File: src/rtl/ro_scan_sequencer.sv
// Ring-oscillator scan sequencer: steps through the masked oscillators,
// settling, gating and capturing an external edge count for each one.
module ro_scan_sequencer #(
    parameter int unsigned GATE_CYCLES   = 10000,
    parameter int unsigned SETTLE_CYCLES = 16,
    parameter int unsigned CNT_W         = 16
) (
    input  logic             clk,
    input  logic             rst_n,
    input  logic             ena,
    input  logic             start,
    input  logic [3:0]       osc_mask,
    output logic [3:0]       osc_en,
    output logic [1:0]       osc_sel,
    output logic             cnt_clr,
    output logic             cnt_en,
    input  logic [CNT_W-1:0] cnt_val,
    output logic             res_valid,
    input  logic             res_ready,
    output logic [CNT_W-1:0] res_data,
    output logic [1:0]       res_id,
    output logic             res_ovf,
    output logic             busy,
    output logic             done
);

    localparam int unsigned      TMR_W       = 16;
    localparam logic [TMR_W-1:0] SETTLE_LOAD = TMR_W'(SETTLE_CYCLES - 1);
    localparam logic [TMR_W-1:0] GATE_LOAD   = TMR_W'(GATE_CYCLES - 1);

    typedef enum logic [2:0] {
        S_IDLE,
        S_SETTLE,
        S_GATE,
        S_LATCH,
        S_OUT
    } state_t;

    state_t           state_q, state_d;
    logic [1:0]       cur_q, cur_d;
    logic [3:0]       mask_q, mask_d;
    logic [TMR_W-1:0] timer_q, timer_d;
    logic [1:0]       first_idx;
    logic [1:0]       next_idx;
    logic             next_found;
    logic             finish;

    // Lowest set bit of the incoming request mask.
    always_comb begin
        first_idx = 2'd0;
        for (int i = 3; i >= 0; i--) begin
            if (osc_mask[i]) first_idx = 2'(i);
        end
    end

    // Lowest set bit of the captured mask strictly above the current oscillator.
    always_comb begin
        next_idx   = cur_q;
        next_found = 1'b0;
        for (int i = 3; i >= 0; i--) begin
            if (mask_q[i] && (i > int'(cur_q))) begin
                next_idx   = 2'(i);
                next_found = 1'b1;
            end
        end
    end

    always_comb begin
        // NOTE: every combinational output gets a default first so no latch is inferred.
        state_d = state_q;
        cur_d   = cur_q;
        mask_d  = mask_q;
        timer_d = timer_q;
        finish  = 1'b0;
        if (state_q != S_IDLE && !ena) begin
            state_d = S_IDLE;
        end else begin
            case (state_q)
                S_IDLE: begin
                    if (start && ena && (osc_mask != 4'b0000)) begin
                        state_d = S_SETTLE;
                        mask_d  = osc_mask;
                        cur_d   = first_idx;
                        timer_d = SETTLE_LOAD;
                    end
                end
                S_SETTLE: begin
                    if (timer_q == '0) begin
                        state_d = S_GATE;
                        timer_d = GATE_LOAD;
                    end else begin
                        timer_d = timer_q - 1'b1;
                    end
                end
                S_GATE: begin
                    if (timer_q == '0) state_d = S_LATCH;
                    else               timer_d = timer_q - 1'b1;
                end
                S_LATCH: state_d = S_OUT;
                S_OUT: begin
                    if (res_ready) begin
                        if (next_found) begin
                            state_d = S_SETTLE;
                            cur_d   = next_idx;
                            timer_d = SETTLE_LOAD;
                        end else begin
                            state_d = S_IDLE;
                            finish  = 1'b1;
                        end
                    end
                end
                default: state_d = S_IDLE;
            endcase
        end
    end

    // Outputs are decoded from the next state so they line up with the state register.
    always_ff @(posedge clk or negedge rst_n) begin
        if (!rst_n) begin
            state_q   <= S_IDLE;
            cur_q     <= 2'd0;
            mask_q    <= 4'b0000;
            timer_q   <= '0;
            osc_en    <= 4'b0000;
            osc_sel   <= 2'd0;
            cnt_clr   <= 1'b0;
            cnt_en    <= 1'b0;
            res_valid <= 1'b0;
            res_data  <= '0;
            res_id    <= 2'd0;
            res_ovf   <= 1'b0;
            busy      <= 1'b0;
            done      <= 1'b0;
        end else begin
            // NOTE: sequential state uses non-blocking assignments only.
            state_q   <= state_d;
            cur_q     <= cur_d;
            mask_q    <= mask_d;
            timer_q   <= timer_d;
            osc_sel   <= cur_d;
            osc_en    <= 4'b0000;
            cnt_clr   <= 1'b0;
            cnt_en    <= 1'b0;
            res_valid <= 1'b0;
            case (state_d)
                S_SETTLE: begin
                    osc_en  <= 4'b0001 << cur_d;
                    cnt_clr <= 1'b1;
                end
                S_GATE: begin
                    osc_en <= 4'b0001 << cur_d;
                    cnt_en <= 1'b1;
                end
                S_LATCH: osc_en    <= 4'b0001 << cur_d;
                S_OUT:   res_valid <= 1'b1;
                default: ;
            endcase
            busy <= (state_d != S_IDLE);
            done <= finish;
            if (state_q == S_LATCH && ena) begin
                res_data <= cnt_val;
                res_id   <= cur_q;
                res_ovf  <= &cnt_val;
            end
        end
    end

endmodule
File: config.mk
export PLATFORM = sky130hd
export DESIGN_NAME = ro_scan_sequencer
export DESIGN_NICKNAME = d
export VERILOG_FILES = /design/src/rtl/ro_scan_sequencer.sv
export SDC_FILE = /design/constraint.sdc
export NUM_CORES = 1
export LEC_CHECK = 0
export CORE_MARGIN = 1
export CORE_UTILIZATION = 43
export CTS_CLUSTER_DIAMETER = 100
export DETAILED_ROUTE_END_ITERATION = 8
export PLACE_DENSITY = 0.69
export SYNTH_ARGS = -nofsm -noshare
export SYNTH_HDL_FRONTEND = slang
export SYNTH_SLANG_ARGS = --single-unit
File: constraint.sdc
create_clock -name clk -period 2.6 [get_ports clk]
set_clock_uncertainty 0.1 [all_clocks]
set_input_delay 0.52 -clock clk [delete_from_list [all_inputs] [get_ports clk]]
set_output_delay 0.52 -clock clk [all_outputs]
set_load 0.1 [all_outputs]
After elaboration in Yosys (flattened, before gate mapping)
Cells that the tools add are included.
Word-level totals
  register bits after elaboration: 53
  latch bits: 0
  RAM bits: 0
  memory bits (read-only): 0
  output and inout port bits: 30
  word-level logic and storage cells: 85
  memories: 0
Operators by class
  $add $sub $neg: 1
  multiply operators: 0
  div/mod/pow operators: 0
  order comparisons: 3
  equal/unequal tests: 12
  shift operators: 1
  muxes and demuxes: 36
  bitwise operators: 1
  reduce and logical (&&, ||, !) cells: 18
Operators by type and width (count)
  $mux W16: 5
  $pmux W16 S4: 1
  $mux W2: 11
  $logic_not A16 Y1: 1
  $reduce_and A16 Y1: 1
  $sub A16 B1 Y16 const B: 1
  $mux W3: 5
  $pmux W3 S5: 1
  $eq A3 B2 Y1 const B: 4
  $mux W1: 11
  $ne A2 B2 Y1 const B: 4
  $reduce_bool A4 Y1: 2
  $logic_and A1 B1 Y1: 7
  $eq A3 B1 Y1 const B: 2
  $eq A3 B3 Y1 const B: 2
  $reduce_and A6 Y1: 1
  $reduce_bool A3 Y1: 2
  $gt A2 B2 Y1 const A: 2
  $mux W4: 1
  $pmux W2 S2: 1
  $shl A1 B2 Y4 const A: 1
  $logic_not A3 Y1: 1
  $reduce_and A3 Y1: 1
  $reduce_or A3 Y1: 1
  3 further kinds: 3

Logic depth before layout (Yosys ltp)
Gate-level depths: netlist (run 1).
  depth after elaboration: 12
  gate-level depth with buffers: 9

Worst setup path after synthesis (run 1)
OpenSTA, ideal clock, no wires.
  kind: register to register
  start: register cur_q[0]
  end: register timer_q[8]
  arrival time: 2.258 ns
  required time: 2.405 ns
  slack: 0.146 ns
  cell stages (with the launch flop): 9
  buffers on the path: 2
  cell sequence: dfrtp_1 -> clkbuf_1 -> and4b_1 -> o21a_1 -> o31ai_4 -> and2_1 -> buf_6 -> o21ai_0 -> o31ai_1
On the way
  longest elaborated chain between the ends: 7
Ends and longest elaborated chain
  start, declared: line 40  | logic [1:0] cur_q, cur_d;
  start signal, assigned: line 137  | cur_q <= cur_d;
  $gt A2 B2 Y1: line 61  | if (mask_q[i] && (i > int'(cur_q))) begin
  $logic_and A1 B1 Y1: line 61
  $mux W1 (2 in series): line 61
  $mux W1 (*): line 61
  $ne A2 B2 Y1 (no line) (*)
  $reduce_and A6 Y1 (no line) (*)
  end signal, assigned: line 139  | timer_q <= timer_d;
  end, declared: line 42  | logic [TMR_W-1:0] timer_q, timer_d;
Every way passes the cells marked *; elsewhere a longest branch is shown, timed or not.
A chain may end at the register's enable or synchronous reset.

Worst setup path after layout (run 1)
  start: input port osc_mask[1]
  end: register timer_q[11]
On the way
  longest elaborated chain between the ends: 4
Ends and longest elaborated chain
  start, declared: line 12  | input logic [3:0] osc_mask,
  $reduce_bool A4 Y1: line 80  | if (start && ena && (osc_mask != 4'b0000)) begin
  $logic_and A1 B1 Y1: line 80
  $ne A2 B2 Y1 (no line)
  $reduce_and A6 Y1 (no line)
Every way passes these cells.

==> summary.md, run 1 <==
| Metric | Value |
|---|---|
| Syn Inst Count | 249 |
| Synthesized area | 2610 sq um |
| Dpl cell area | 3250 sq um |
| # resized after CTS | 0 |
| Core Area | 5890 sq um |
| Post-synth top area share | 49.9% |
| Initial antenna violation count | 0 |
| GR Overflow Total | 0 |
| #FFs+latches synth | 52 |
| Crit. End Element | flop |
| Clock Tree Buf Depth | 2 |
| Pre-CTS WS | -0.0503 ns |
| Unique masters post-synth | 56 |
| Die Area | 6390 sq um |
| Clk_lat worst skew | 0.31 ns |
| Cts bufs inserted | 5 |
| Via count | 2102 |
| Register area share after synthesis | 49.9% |
| Final nets | 344 |
| Tot GR Track Use | 17.9% |
| Worst hold path class | in2async |
| Status | completed |
| First-pass GRT wire length | 8910 microns |
| Hold bufs inserted after CTS | 0 |
| Met2 WL | 2510 microns |
| Peak VDD IR | 0.000381 V |
| Worst Path Required | 2.74 ns |
| CP max FO | 9 |
| Final worst-path cycle share | 89.5% |
| DR iter-0 viols | 86 |
| Placed cell count | 386 |
| Rows | 28 |
| PwrDens | 559 nW/um^2 |
| DRT Pass-1 Iters | 4 |
| WP data arrival | 2.46 ns |
| Final Hold Vio Count | 0 |
| Overall Power | 1.87 mW |
| Most used flip-flop cell after synthesis | dfrtp_1 |
| Synthesized Nets | 275 |
| Post-Layout Cell Count | 394 |
| Layout cells sized above 1 | 28.5% |
| Drt drc | 0 |
| Startpoint types | input port |
| Vias in the first global route | 1902 |
| CTS tree | done |
| Final worst setup slack | 0.274 ns |
| Slew @ Worst Pin | 0.515 ns |
| Routability cong. | 0.840 |
| Starting density of the core | 44.3% |
| WL met1 | 2600 microns |
| Max cap viols | 0 |
| Fin area | 3350 sq um |
| Fmax | 430 MHz |
| Cell depth of the worst flop-to-flop path | 9 |
| Post-synth EDFFs | 0 |
| Slowest CP cell | or4_1 |
| Clock transition at path regs | 0.10 ns |
| Post-synth ARST share | 100% |
| CTS H-Tree Depth | 2 |
| Routed wl met3 | 277 microns |
| Post-DRT Antenna Nets | 0 |
| I/O Buffers | 54 |
| Max-slew headroom | 65.5% |
| Wirelength, routed | 5460 microns |
| Yosys warning total | 0 |
| Largest area contributor in the netlist | dfrtp_1 |
| Highest routed layer | met4 |
| Largest net degree at the start of global routing | 21 |
| Die height | 79.9 microns |
| WS Path Type | in2reg |
| Vias per Instance | 5.34 |
| Syn avg cell area | 10.5 sq um |
| ANT cells | 0 |
| RSZ-0062 raised after global routing | no |
| Top-count cell post-synth | dfrtp_1 |
| Number of fill cells | 539 |
| Synth area leaders | dfrtp_1, mux2_2, o21ai_0, a21oi_1, nor2_1 |
| Leakage Power | 1.57 nW |
| Final setup viols | 0 |
| Max-slew violations | 0 |
| WL/cell | 13.8 microns |
| Fin util | 56.9% |
| Minimum clock period | 2.33 ns |
| DP HPWL | 4120 microns |
| Area delta synth->final | 28.2% |
| Critical Path, Cell by Cell | clkdlybuf4s50_1, or4_1, nor3b_1, o31ai_4, and2_1, buf_12, a21oi_1, o21ai_1 |
| Die Span X | 79.9 microns |
| Clock sinks | 52 |
| Top cells by count, synth | dfrtp_1, nor2_1, mux2_2 |
| Post-CTS setup buffers | 0 |
| Largest stage delay, worst path | 0.53 ns |
| CTS root buffer | clkbuf_8 |
| I/O pin cnt | 55 |
flip-flops by register name, summed over array words and instances (netlist names):
signal     cells
cnt_en         1
state_q        3
busy           1
mask_q         3
res_data      16
cur_q          2
res_ovf        1
osc_en         4
res_id         2
res_valid      1
timer_q       16
cnt_clr        1
done           1
cell type report:
type / instances / area [sq um] / area share, %
sequential: 52 / 1300 / 38.9
clock inverter: 3 / 26.3 / 0.785
clock buffer: 5 / 68.8 / 2.06
tap: 75 / 93.8 / 2.80
inverter: 10 / 37.5 / 1.12
multi-input combinational: 179 / 1210 / 36.3
timing repair buffer: 70 / 606 / 18.1
worst max-delay path, delay by kind of cell:
| kind | cells | cell delay (ns) |
|---|---|---|
| compound gates | 3 | 0.43 |
| buf+inv | 2 | 0.56 |
| simple gates | 3 | 0.94 |
cells by family after synthesis:
group           Yosys count  share of synthesized area, %
mux                      19                          8.20
buf+inv                  18                          3.64
xor+xnor                  1                         0.336
fa+ha+maj                 1                         0.479
flops                    52                          49.9
simple gates             91                          20.0
compound gates           67                          17.4
routing by layer:
layer | vias up | GRT usage, %
met5 | - | 0
met4 | 0 | 5.54
met3 | 7 | 3.77
met2 | 53 | 28.5
met1 | 1002 | 24.5
li1 | 1040 | -
through the flow:
step                      setup TNS [ns]  hold WS (ns)
after CTS                              0        0.0220
after detailed placement          -0.208         0.375
after floorplan                        0         0.124
after global routing                   0        0.0286
final                                  0        0.0207
after global placement           -0.0101         0.369
where the power goes:
part | leakage [nW] | switching (mW) | internal, mW
combinational | 0.831 | 0.324 | 0.161
sequential | 0.692 | 0.0469 | 0.853
clock | 0.0491 | 0.285 | 0.198
layout by cell type, fill, tap and decap left out, types with 6 or more instances in the layout:
master	Yosys	routed
a21oi_1	15	15
and2_1	6	6
buf_4	1	44
clkdlybuf4s50_1	0	23
dfrtp_1	52	52
inv_1	10	10
mux2_2	19	19
nand2_1	18	18
nor2_1	20	20
nor3_1	6	6
o21ai_0	18	18
worst paths after layout:
kind / start / slack [ns] / to
worst max-delay path: osc_mask[1] / 0.27 / timer_q[11]
max in group asynchronous: rst_n / 1.77 / timer_q[1]
worst min-delay path: rst_n / 0.02 / res_data[14]
worst min register to register: res_ovf / 0.41 / res_ovf
min in group clk: res_ovf / 0.41 / res_ovf
worst max register to register: timer_q[0] / 0.29 / timer_q[11]
Power figures use the tool's default switching activity.
==> run 2: changes to the inputs <==
--- a/config.mk
+++ b/config.mk
@@ -8,8 +8,9 @@
 export CORE_MARGIN = 1
 export CORE_UTILIZATION = 43
 export CTS_CLUSTER_DIAMETER = 100
+export CTS_CLUSTER_SIZE = 8
 export DETAILED_ROUTE_END_ITERATION = 8
-export PLACE_DENSITY = 0.69
+export PLACE_DENSITY = 0.8
 export SYNTH_ARGS = -nofsm -noshare
 export SYNTH_HDL_FRONTEND = slang
 export SYNTH_SLANG_ARGS = --single-unit
==> summary.md, run 2 (synthesis results as in run 1) <==
| Metric | Value |
|---|---|
| Worst Path Required | 2.73 ns (about the same) |
| ANT cells | 0 (unchanged) |
| Fmax | 424 MHz (-1.3%) |
| Layout cells sized above 1 | 29.0% (+0.45 points) |
| Largest stage delay, worst path | 0.56 ns (+0.03 ns) |
| Startpoint types | input port |
| PwrDens | 558 nW/um^2 (-0.12%) |
| Buffers plus inverters on the worst setup path | 2 (unchanged) |
| DR iter-0 viols | 116 (+35%) |
| Largest net degree at the start of global routing | 21 (unchanged) |
| Tot GR Track Use | 18.8% (+0.92 points) |
| I/O pin cnt | 55 (unchanged) |
| Cts bufs inserted | 5 (unchanged) |
| Minimum clock period | 2.36 ns (+0.0307 ns) |
| Overall Power | 1.87 mW (about the same) |
| Max-slew headroom | 65.4% (about the same) |
| CTS H-Tree Depth | 2 (unchanged) |
| Die height | 79.9 microns (unchanged) |
| Final worst setup slack | 0.243 ns (-0.0307 ns) |
| Final Hold Vio Count | 0 (unchanged) |
| Psw | 0.657 mW (+0.16%) |
| I/O Buffers | 54 (unchanged) |
| Final worst-path cycle share | 90.7% (+1.2 points) |
| Max cap viols | 0 (unchanged) |
| Placed cell count | 388 (+0.52%) |
| Clock sinks | 52 (unchanged) |
| Final setup viols | 0 (unchanged) |
| # resized after CTS | 0 (unchanged) |
| Critical Path, Cell by Cell | clkdlybuf4s50_1, or4_1, nor3b_1, o31ai_4, and2_1, buf_4, o21ai_0, o21ai_0 |
| DRT Pass-1 Iters | 4 (unchanged) |
| Vias in the first global route | 2044 (+7.5%) |
| FF-to-FF Start | timer_q[0] |
| Most frequent cells in the layout | dfrtp_1, buf_4, clkdlybuf4s50_1 |
| Sequential Area | 1300 sq um (unchanged) |
| Die Area | 6390 sq um (unchanged) |
| WP data arrival | 2.49 ns (+0.03 ns) |
| Rows | 28 (unchanged) |
| Leakage Power | 1.57 nW (about the same) |
| CTS root buffer | clkbuf_8 |
| Largest registers | res_data (16), timer_q (16), osc_en (4) |
| Hold slack | 0.0127 ns (-0.00795 ns) |
| Combinational power share | 26.1% (about the same) |
| Initial antenna violation count | 0 (unchanged) |
| Post-DRT Antenna Nets | 0 (unchanged) |
| Crit. Startpoint | osc_mask[0] |
| Post-Layout Cell Count | 396 (+0.51%) |
| GR Overflow Total | 0 (unchanged) |
| Final nets | 346 (+0.58%) |
| CP max FO | 5 (-4) |
| Starting density of the core | 44.3% (unchanged) |
| WL/cell | 14.0 microns (+0.95%) |
| Int Pwr | 1.21 mW (-0.22%) |
| DP HPWL | 4200 microns (+2.0%) |
| WS Path Type | in2reg |
| Hold bufs inserted after CTS | 0 (unchanged) |
| CTS tree | done |
| Slowest CP cell | or4_1 |
| Proportion of power drawn by flip-flops and latches | 48.4% (+0.2 points) |
| Most common cell after layout, fill and taps aside | dfrtp_1 |
| Slew @ Worst Pin | 0.514 ns (-0.00175 ns) |
| Worst hold path class | in2async |
| Max-slew violations | 0 (unchanged) |
| Core Area | 5890 sq um (unchanged) |
| Sw Share | 35.2% (+0.086 points) |
| Clock Tree Buf Depth | 2 (unchanged) |
| Die Span X | 79.9 microns (unchanged) |
| Wirelength, routed | 5540 microns (+1.5%) |
| Delay-heaviest family, CP | simple AND/OR/NAND/NOR gates |
| Status | completed |
| Number of fill cells | 518 (-3.9%) |
| Post-CTS setup buffers | 0 (unchanged) |
| Clock share of power | 25.5% (-0.3 points) |
| Vias per Instance | 5.41 (+1.4%) |
| Multi-input logic area | 1210 sq um (unchanged) |
| Clk_lat worst skew | 0.31 ns (about the same) |
| First-pass GRT wire length | 9340 microns (+4.8%) |
| Pre-CTS WS | -0.0778 ns (-0.0275 ns) |
| Via count | 2143 (+2.0%) |
| Drt drc | 0 (unchanged) |
| Peak VDD IR | 0.000348 V (-8.6%) |
| Crit. End Element | flop |
| RSZ-0062 raised after global routing | no |
| Routability cong. | 0.819 (-2.5%) |
| Most used cell along the critical path | o21ai_0 |
| Clock transition at path regs | 0.10 ns (about the same) |
| Area delta synth->final | 28.3% (about the same) |
-- run 2: per-stage QoR --
step                      util (%)  cell area, sq um  setup TNS (ns)
after floorplan                  -              2610               0
after global placement        55.3              3250         -0.0143
after detailed placement      55.3              3250          -0.484
after CTS                     56.9              3350               0
after global routing          56.9              3350               0
final                         56.9              3350               0
-- run 2: per-layer routing --
metal	track usage, %	wire, microns	up-vias	part of all wire, %
met3	3.31	317	7	5.7
met4	6.96	78	0	1.4
met2	30.5	2600	81	47
li1	-	-	1043	-
met1	25.2	2540	1012	46
met5	0	0	-	0
-- run 2: area by class of cell --
| type | count | area share [%] |
|---|---|---|
| Clock inverter | 3 | 0.747 |
| Clock buffer | 5 | 2.06 |
| Sequential cell | 52 | 38.9 |
| Multi-Input combinational cell | 179 | 36.2 |
| Timing Repair Buffer | 72 | 18.2 |
| Inverter | 10 | 1.12 |
| Tap cell | 75 | 2.80 |
-- run 2: path summary, 6_finish.rpt --
kind / endpoint / slack [ns] / depth (start not counted)
max in group asynchronous: timer_q[7] / 1.79 / 2
min in group clk: res_data[10] / 0.42 / 1
worst max register to register: timer_q[14] / 0.27 / 8
worst min register to register: res_data[10] / 0.42 / 1
worst min-delay path: res_valid / 0.01 / 1
worst max-delay path: timer_q[14] / 0.24 / 8
-- run 2: power by group through the flow --
stage                     clock (mW)  combinational, mW  sequential [mW]
after global routing           0.533              0.524            0.910
final                          0.477              0.487            0.903
after detailed placement           0              0.487            0.918
after global placement             0              0.477            0.916
after CTS                      0.491              0.489            0.902
after floorplan                    0              0.172             1.07
